===== src/rtl/lfsr_rng_disp.sv =====
// Fibonacci LFSR random generator with synchronized step/run/load controls,
// period measurement and a registered active-low seven-segment hex display.

module lfsr_hex_digit (
    input  logic       clk,
    input  logic       rst,
    input  logic [3:0] nib,
    output logic [7:0] seg
);
    // Bit 7 = a ... bit 1 = g, bit 0 = dp; active-low with dp always off.
    always_ff @(posedge clk) begin
        if (rst) begin
            seg <= 8'hFF;
        end else begin
            case (nib)
                4'h0: seg <= 8'h03;
                4'h1: seg <= 8'h9F;
                4'h2: seg <= 8'h25;
                4'h3: seg <= 8'h0D;
                4'h4: seg <= 8'h99;
                4'h5: seg <= 8'h49;
                4'h6: seg <= 8'h41;
                4'h7: seg <= 8'h1F;
                4'h8: seg <= 8'h01;
                4'h9: seg <= 8'h09;
                4'hA: seg <= 8'h11;
                4'hB: seg <= 8'hC1;
                4'hC: seg <= 8'h63;
                4'hD: seg <= 8'h85;
                4'hE: seg <= 8'h61;
                default: seg <= 8'h71;
            endcase
        end
    end
endmodule

module lfsr_rng_disp #(
    parameter int                WIDTH        = 8,
    parameter logic [WIDTH-1:0]  TAPS         = WIDTH'('h1D),
    parameter logic [WIDTH-1:0]  SEED_DEFAULT = WIDTH'(1),
    parameter int                DIV          = 50_000_000
) (
    input  logic                     clk,
    input  logic                     rst,
    input  logic                     step_in,
    input  logic                     run,
    input  logic                     load,
    input  logic [WIDTH-1:0]         seed,
    output logic [WIDTH-1:0]         q,
    output logic                     step_pulse,
    output logic                     wrap,
    output logic [WIDTH-1:0]         period,
    output logic [8*(WIDTH/4)-1:0]   seg
);
    localparam int              NDIG    = WIDTH / 4;
    localparam int              PW      = (DIV > 1) ? $clog2(DIV) : 1;
    localparam logic [PW-1:0]   PRE_MAX = PW'(DIV - 1);

    // [0],[1] = synchronizer, [2] = edge history; all reset high so a level
    // held through reset never looks like a rising edge.
    logic [2:0] step_sr, run_sr, load_sr;

    always_ff @(posedge clk) begin
        if (rst) begin
            step_sr <= 3'b111;
            run_sr  <= 3'b111;
            load_sr <= 3'b111;
        end else begin
            step_sr <= {step_sr[1:0], step_in};
            run_sr  <= {run_sr[1:0], run};
            load_sr <= {load_sr[1:0], load};
        end
    end

    logic step_edge, load_edge, run_on;
    assign step_edge = step_sr[1] & ~step_sr[2];
    assign load_edge = load_sr[1] & ~load_sr[2];
    assign run_on    = run_sr[1];

    logic [PW-1:0] pre;
    logic          tick;
    assign tick = run_on && (pre == PRE_MAX);

    logic [WIDTH-1:0] ref_val, cnt;
    logic [WIDTH-1:0] q_next, q_step, seed_eff;
    logic             fb, do_step;

    assign fb       = ^(q & TAPS);
    assign q_next   = {fb, q[WIDTH-1:1]};
    // The all-zero state would lock the register; reseed instead of shifting.
    assign q_step   = (q == '0) ? SEED_DEFAULT : q_next;
    assign seed_eff = (seed == '0) ? SEED_DEFAULT : seed;
    assign do_step  = step_edge | tick;

    always_ff @(posedge clk) begin
        if (rst) begin
            q          <= SEED_DEFAULT;
            ref_val    <= SEED_DEFAULT;
            cnt        <= '0;
            period     <= '0;
            pre        <= '0;
            step_pulse <= 1'b0;
            wrap       <= 1'b0;
        end else begin
            step_pulse <= 1'b0;
            wrap       <= 1'b0;
            if (load_edge) begin
                q       <= seed_eff;
                ref_val <= seed_eff;
                cnt     <= '0;
                pre     <= '0;
            end else begin
                if (!run_on || tick) pre <= '0;
                else                 pre <= pre + 1'b1;
                if (do_step) begin
                    q          <= q_step;
                    step_pulse <= 1'b1;
                    if (q_step == ref_val) begin
                        wrap   <= 1'b1;
                        period <= cnt + WIDTH'(1);
                        cnt    <= '0;
                    end else if (cnt != '1) begin
                        cnt <= cnt + WIDTH'(1);
                    end
                end
            end
        end
    end

    for (genvar d = 0; d < NDIG; d++) begin : g_dig
        lfsr_hex_digit u_dig (
            .clk (clk),
            .rst (rst),
            .nib (q[4*d +: 4]),
            .seg (seg[8*d +: 8])
        );
    end
endmodule


===== config.mk =====
export PLATFORM = sky130hd
export DESIGN_NAME = lfsr_rng_disp
export DESIGN_NICKNAME = d
export VERILOG_FILES = /design/src/rtl/lfsr_rng_disp.sv
export SDC_FILE = /design/constraint.sdc
export NUM_CORES = 1
export LEC_CHECK = 0
export CAP_MARGIN = 20
export CORE_MARGIN = 2
export CORE_UTILIZATION = 45
export DETAILED_ROUTE_END_ITERATION = 6
export PLACE_DENSITY = 0.66
export SLEW_MARGIN = 20
export SYNTH_ARGS = -nofsm -noshare
export SYNTH_HDL_FRONTEND = slang
export SYNTH_HIERARCHICAL = 1
export SYNTH_SLANG_ARGS = --single-unit

===== constraint.sdc =====
create_clock -name clk -period 2.3 [get_ports clk]
set_input_delay 0.46 -clock clk [delete_from_list [all_inputs] [get_ports clk]]
set_output_delay 0.46 -clock clk [all_outputs]
set_load 0.05 [all_outputs]

# Word-level counts from Yosys, hierarchy flattened
# Memories as Yosys holds them, arrays and structs flattened. A register that Yosys moved wholly into a read port is not among the register bits.
# Cells that the tools add are included.
# word_totals
register_bits	84
romBits	224
word_cells	47
memories	2
# op_classes
add_sub_neg	2
eq_ne	3
mux	8
n_bitwise	7
reduce_logical	13
# mem_list
name	depth	width	rd	rd_clocked_by_memory_dff	wr	line	rtl
(no name shown)	16	7	1	1	0	15	case (nib)
(no name shown)	16	7	1	1	0	15	
# ops
op	count
2-to-1 mux 8 bit	6
adder 26 x 1 -> 26 bit, second input constant	1
== test 26 bit, second input constant	1
logical NOT 8 bit	2
adder 8 x 1 -> 8 bit, second input constant	1
== test 8 bit	1
!= test 8 bit, second input constant	1
XOR reduction 8 bit	1
OR reduction 3 bit	2
NOT 1 bit	4
nonzero test 2 bit	2
AND reduction 3 bit	1
AND 1 bit	2
2-to-1 mux 1 bit	2
AND reduction 2 bit	1
OR reduction 2 bit	1
logical AND 1 bit	1
logical NOT 1 bit	1
logical OR 1 bit	1
bitwise OR 1 bit	1

# Depth between registers and ports, before layout
# Gate-level depths: netlist of run 1.
# logic_depth
ltp_word	5
depth_mapped	8
ltp_nobuf	7

# Cells and area by module
# The synthesis of run 1 kept the hierarchy.
# by_module_without_submodules
mod	instances	cells_per_inst	area_each_um2
lfsr_rng_disp	1	372	3251.9
lfsr_hex_digit	2	45	445.4

# Worst setup path after synthesis of run 1
# OpenSTA, ideal clock, no wires.
# synth_timing
path_type	register to register
from	reg q[3]
to	reg period[4]
setup_ns	0.132
t_arrival_ns	2.381
t_required_ns	2.168
setup_slack_ns	-0.213
stages_incl_launch_ff	9
n_path_buf	1
period_less_slack_ns	2.513
cell_sequence	dfxtp_1 inv_1 ha_1 xor3_1 a2bb2oi_1 o221a_2 buf_6 o31ai_1 a21oi_1
# synth_between
elab_chain_len	4
# synth_lines
item	line	rtl
start, declared	49	output logic [WIDTH-1:0] q,
start signal, assigned	116	q <= q_step;
logical NOT 8 bit or XOR reduction 8 bit (tied branches)	91, 88	
2-to-1 mux 8 bit *	91	assign q_step = (q == '0) ? SEED_DEFAULT : q_next;
== test 8 bit *	118	if (q_step == ref_val) begin
AND reduction 3 bit (no line) *	-	
end signal, assigned	120	period <= cnt + WIDTH'(1);
end, declared	52	output logic [WIDTH-1:0] period,
# Every way passes the cells marked *; elsewhere a longest branch is shown, timed or not.
# A chain may end at the register's enable or synchronous reset.

# Worst setup path after layout of run 1
# layout_timing
from	reg q[4]
to	out q[4]
# No word-level cell between the ends.

==> results.yml, run 1 <==
outcome:
  status: "finished, final reports clean"
synth:
  async_flop_share_pct: 0
  yosysSeqAreaShare_pct: 39.63
  synthFlopType: "dfxtp_1"
  synth_top_area_share_pct: 39.63
  synth_top_cells_by_count: "82 x dfxtp_1, 50 x nand2_1, 50 x nor2_1, 22 x xnor2_1, 18 x nand3_1"
  ys_ff_latch: 82
  syn_avg_cell_area_um2: 8.967
  synthesis.area_mm2: 0.004143
  yosys_warnings: 20
  synth_edf_count: 0
  synth_top_area_cell: "dfxtp_1"
  yosys-top-cells-area: "dfxtp_1 40%, ha_1 5.1%, xnor2_1 4.7%"
  ys_types: 60
  synth_cells: 462
  syn_nets: 492
  synth_most_common_cell: "dfxtp_1"
drt:
  drc_errors: 0
  drt_first_pass_iters: 4
  postRouteWirelength_um: 9111
  vias_per_cell: 5.576
  drt_iter0_drc: 205
  ant_nets: 0
  routedWlPerCell_um: 14.42
  via_count: 3524
floorplan:
  initial_core_util_pct: 45.70
  die-area_mm2: 0.009990
  rows: 35
  die_w_um: 99.95
  num_io_pins: 47
  core_mm2: 0.009065
  die_h_um: 99.95
worst_hold_path:
  hold_start: "run_sr[0]"
  hp-class: "register to register"
global_route:
  grtUsageTotal_pct: 18.84
  antenna_found_initial: 0
  grt_pass1_wl_um: 15350
  grt_pass1_vias: 3364
  grt_start_max_net_pins: 29
  overflow: 0
job:
  drv_cap: 0
setup_path:
  crit_family: "buffers and inverters"
  worst-setup-path-type: "register to output port"
  critPathRequiredTime_ns: 1.84
  timing.rr.start: "pre[7]"
  worst-path-max-fanout: 11
  critPathSlowestCell: "clkdlybuf4s50_1"
  startpoint_type: "register"
  cp-startpoint: "q[4]"
  max_stage_delay_ns: 0.82
  worst-path-buf-inv: 2
  cp_data_arrival_time_ns: 1.77
  path_cells: "buf_4, clkdlybuf4s50_1"
  critPathCaptureType: "output port"
power:
  power_density_mw_per_mm2: 606.1
  p_leak_nw: 1.732
  power.total_w: 0.003010
  comb_power_share_pct: 15.2
  pwr-share-seq_pct: 49.1
  p_sw_w: 0.0008235
  clock_power_share_pct: 35.7
  p_int_w: 0.002187
  swShare_pct: 27.36
  ir_worst_vdd_mv: 0.3733
timing:
  hold_viol: 0
  post-route-min-period_ns: 2.227
  finalClockSkew_ns: 0.009999
  fmax_mhz: 449.0
  rsz0062_at_grt: "no"
  slew_headroom_pct: 62.75
  layout_setup_ws_ns: 0.07259
  finalCritPeriodShare_pct: 96.84
  setup-violations-final: 0
  fin_setup_tns_ns: 0
  drv_slew: 0
  tightest_slew_ns: 0.5545
placed_design:
  dpl.hpwl_um: 6308
  placed_cells: 616
  place.port_buffers: 44
  gp_congestion: 0.8547
  dp_slack_ns: 0.1298
cts:
  cts_tree: "yes"
  path_clk_slew_ns: 0.08
  worstSkewPairLatency_ns: 0.35
  cts_buffer_depth: 2
  cts_buffers: 9
  cts_num_sinks: 82
  cts-root-buf: "clkbuf_8"
  holdBufCountCts: 0
  htree_levels: 3
  cts_setup_buffers: 0
layout:
  fin_nets: 546
  diodes: 0
  final_util_pct: 54.78
  layout.cells.non_filler: 632
  area_growth_pct: 19.87
  drive_above_1_share_pct: 12.28
==> final cells by class <==
class,count,area [um^2]
inverter,15,56.30
timing repair buffer,67,620.6
tap,111,138.9
multi-input combinational,341,2298
clock buffer,12,155.1
clock inverter,4,50.05
sequential,82,1647
fill,840,4099
==> placed cells by master, fill, tap and decap left out, types with 5 or more instances in the layout <==
| master | n |
|---|---|
| dfxtp_1 | 78 |
| nor2_1 | 50 |
| nand2_1 | 50 |
| clkdlybuf4s50_1 | 42 |
| buf_4 | 24 |
| xnor2_1 | 22 |
| nand3_1 | 18 |
| nand4_1 | 17 |
| xor2_1 | 17 |
| ha_1 | 17 |
| inv_1 | 15 |
| a21oi_1 | 15 |
| clkbuf_8 | 11 |
| nor3_1 | 10 |
| or2_2 | 9 |
| a211oi_1 | 9 |
| nand2b_1 | 7 |
| a211o_1 | 7 |
| a311oi_1 | 7 |
| o211ai_1 | 6 |
| mux2i_1 | 6 |
| and3_1 | 5 |
| a41oi_1 | 5 |
==> path summary, 6_finish.rpt <==
| check | to | slack [ns] | depth (start not counted) |
|---|---|---|---|
| min reg2reg | run_sr[1] | 0.42 | 1 |
| max | q[4] | 0.07 | 2 |
| min | run_sr[1] | 0.42 | 1 |
| max reg2reg | period[5] | 0.14 | 5 |
==> per-layer routing <==
layer / share of wire (%) / track usage [%] / wire, um / up-vias
met4: 1.6 / 7.692 / 142 / 0
li1: - / - / - / 1752
met2: 47 / 30.41 / 4238 / 92
met1: 47 / 24.90 / 4320 / 1665
met5: 0 / 0 / 0 / -
met3: 4.5 / 3.552 / 409 / 15
==> stage by stage <==
stage               hold slack, ns  instance area, um^2
global route                0.4322                 4966
detailed placement          0.4008                 4752
floorplan                   0.3895                 4148
CTS                         0.4203                 4957
finish                      0.4167                 4966
global placement            0.3913                 4752
==> power by group through the flow <==
stage | clock network [W] | registers (W) | logic, W
after global routing | 0.00117 | 0.00148 | 0.000490
after global placement | 0 | 0.00151 | 0.000442
after floorplan | 0 | 0.00160 | 0.000222
after CTS | 0.00110 | 0.00148 | 0.000451
final | 0.00107 | 0.00148 | 0.000457
after detailed placement | 0 | 0.00151 | 0.000448
==> state kept, by name, summed over array words and instances, names as in the netlist, 2 cells and up <==
name / count
load_sr: 3
cnt: 8
g_dig.u_dig/seg: 14
q: 8
period: 8
run_sr: 2
step_sr: 3
pre: 26
ref_val: 8
==> logic make-up after synthesis <==
| family | Yosys count | share of synthesized area, % |
|---|---|---|
| simple gates | 193 | 23.83 |
| flops | 82 | 39.63 |
| compound gates | 79 | 14.77 |
| xor+xnor | 40 | 8.819 |
| buf+inv | 39 | 5.104 |
| fa+ha+maj | 17 | 5.134 |
| mux | 10 | 2.537 |
| other cells | 2 | 0.1813 |
==> timing repair <==
action / CTS / global route
setup endpoints to repair: 0 / 7
endpoints found under the hold margin: 0 / 0
resized for setup: 0 / 1
(Power assumes the default switching activity.)
==> run 2: changes to the inputs <==
- CTS_BUF_LIST: default -> sky130_fd_sc_hd__clkbuf_8
==> run 2 against run 1 <==
  * Die area unchanged
  * Sequential power about the same
  * Largest power group unchanged
  * Clock power barely moved
==> results.yml, run 2 (same netlist as run 1, synthesis figures left out) <==
global_route:
  overflow: 0
  grt_pass1_wl_um: 15350
  grtUsageTotal_pct: 18.84
  antenna_found_initial: 0
  grt_start_max_net_pins: 29
  grt_pass1_vias: 3364
layout:
  diodes: 0
  final_util_pct: 54.78
  layout_common_cells: "78 x dfxtp_1, 50 x nor2_1, 50 x nand2_1, 42 x clkdlybuf4s50_1, 24 x buf_4"
  drive_above_1_share_pct: 12.28
  fin_nets: 546
  area_growth_pct: 19.87
  final_area_mm2: 0.004966
  largest_reg_flops: 26
  top_regs: "pre (26), g_dig.u_dig/seg (14)"
  final_common_cell: "dfxtp_1"
  regMostFlops: "pre"
  layout.cells.non_filler: 632
floorplan:
  initial_core_util_pct: 45.70
  core_mm2: 0.009065
  num_io_pins: 47
  die_w_um: 99.95
  die-area_mm2: 0.009990
  die_h_um: 99.95
  rows: 35
timing:
  hold_viol: 0
  fin_setup_tns_ns: 0
  slew_headroom_pct: 62.64
  whs_ns: 0.4167
  finalClockSkew_ns: 0.01001
  tightest_slew_ns: 0.5561
  finalCritPeriodShare_pct: 96.85
  drv_slew: 0
  post-route-min-period_ns: 2.228
  fmax_mhz: 448.9
  setup-violations-final: 0
  rsz0062_at_grt: "no"
setup_path:
  worst-path-buf-inv: 2
  worst-setup-path-type: "register to output port"
  worst-path-max-fanout: 11
  cp_data_arrival_time_ns: 1.77
  critPathCaptureType: "output port"
  max_stage_delay_ns: 0.82
  critPathSlowestCell: "clkdlybuf4s50_1"
  startpoint_type: "register"
  crit_family: "buffers and inverters"
  critPathRequiredTime_ns: 1.84
  path_cells: "buf_4, clkdlybuf4s50_1"
drt:
  drc_errors: 0
  drt_first_pass_iters: 4
  drt_iter0_drc: 205
  routedWlPerCell_um: 14.42
  via_count: 3527
  postRouteWirelength_um: 9113
  vias_per_cell: 5.581
  ant_nets: 0
placed_design:
  dpl.hpwl_um: 6308
  placed_cells: 616
  place.port_buffers: 44
  post_dp_cell_area_mm2: 0.004752
  gp_congestion: 0.8547
cts:
  cts_buffer_depth: 2
  cts-root-buf: "clkbuf_8"
  htree_levels: 3
  cts_num_sinks: 82
  cts_buffers: 9
  path_clk_slew_ns: 0.08
  worstSkewPairLatency_ns: 0.35
  cts_tree: "yes"
  holdBufCountCts: 0
power:
  ir_worst_vdd_mv: 0.3734
  power_density_mw_per_mm2: 605.3
  p_leak_nw: 1.736
outcome:
  status: "finished, final reports clean"
job:
  drv_cap: 0
worst_hold_path:
  hp-class: "register to register"
## run 2: final cells by class
| class | instances | area, um^2 |
|---|---|---|
| Clock buffer | 11 | 151.4 |
| Clock inverter | 5 | 53.80 |
| Fill cell | 840 | 4099 |
| Inverter | 15 | 56.30 |
| Multi-Input combinational cell | 341 | 2298 |
| Sequential cell | 82 | 1647 |
| Tap cell | 111 | 138.9 |
| Timing Repair Buffer | 67 | 620.6 |
## run 2: power breakdown
part | internal (W) | switching (W)
Sequential | 0.00146 | 0.0000206
Combinational | 0.000169 | 0.000288
Clock | 0.000556 | 0.000515
## run 2: what timing repair did
item                                    CTS  global route
hold endpoints to repair                  0             0
setup buffers                             0             0
endpoints found under the setup margin    0             7
resized for setup                         0             1
## run 2: final timing paths
| path | to | cells after the start | start | slack [ns] |
|---|---|---|---|---|
| max | q[4] | 2 | q[4] | 0.07 |
| min | run_sr[1] | 1 | run_sr[0] | 0.42 |
| max reg2reg | period[5] | 5 | pre[7] | 0.14 |
| min reg2reg | run_sr[1] | 1 | run_sr[0] | 0.42 |
## run 2: worst register-to-register path, cell delays in order (launching register included)
cell and delay (ns):
dfxtp_1 0.35, or4b_1 0.53, nor4_2 0.31, a31oi_2 0.27
nor4_4 0.44, a211oi_1 0.13
## run 2: metrics by stage
stage          worst slack [ns]  power, W
6_report                0.07241  0.003006
5_1_grt                0.006452  0.003140
4_1_cts                 0.05468  0.003025
3_5_place_dp             0.1298  0.001960
3_3_place_gp             0.2202  0.001953
2_1_floorplan           0.03492  0.001825
## run 2: per-layer routing
metal / track usage [%] / wire [um]
met2: 30.41 / 4249
met4: 7.692 / 133
met5: 0 / 0
met1: 24.90 / 4332
met3: 3.552 / 397
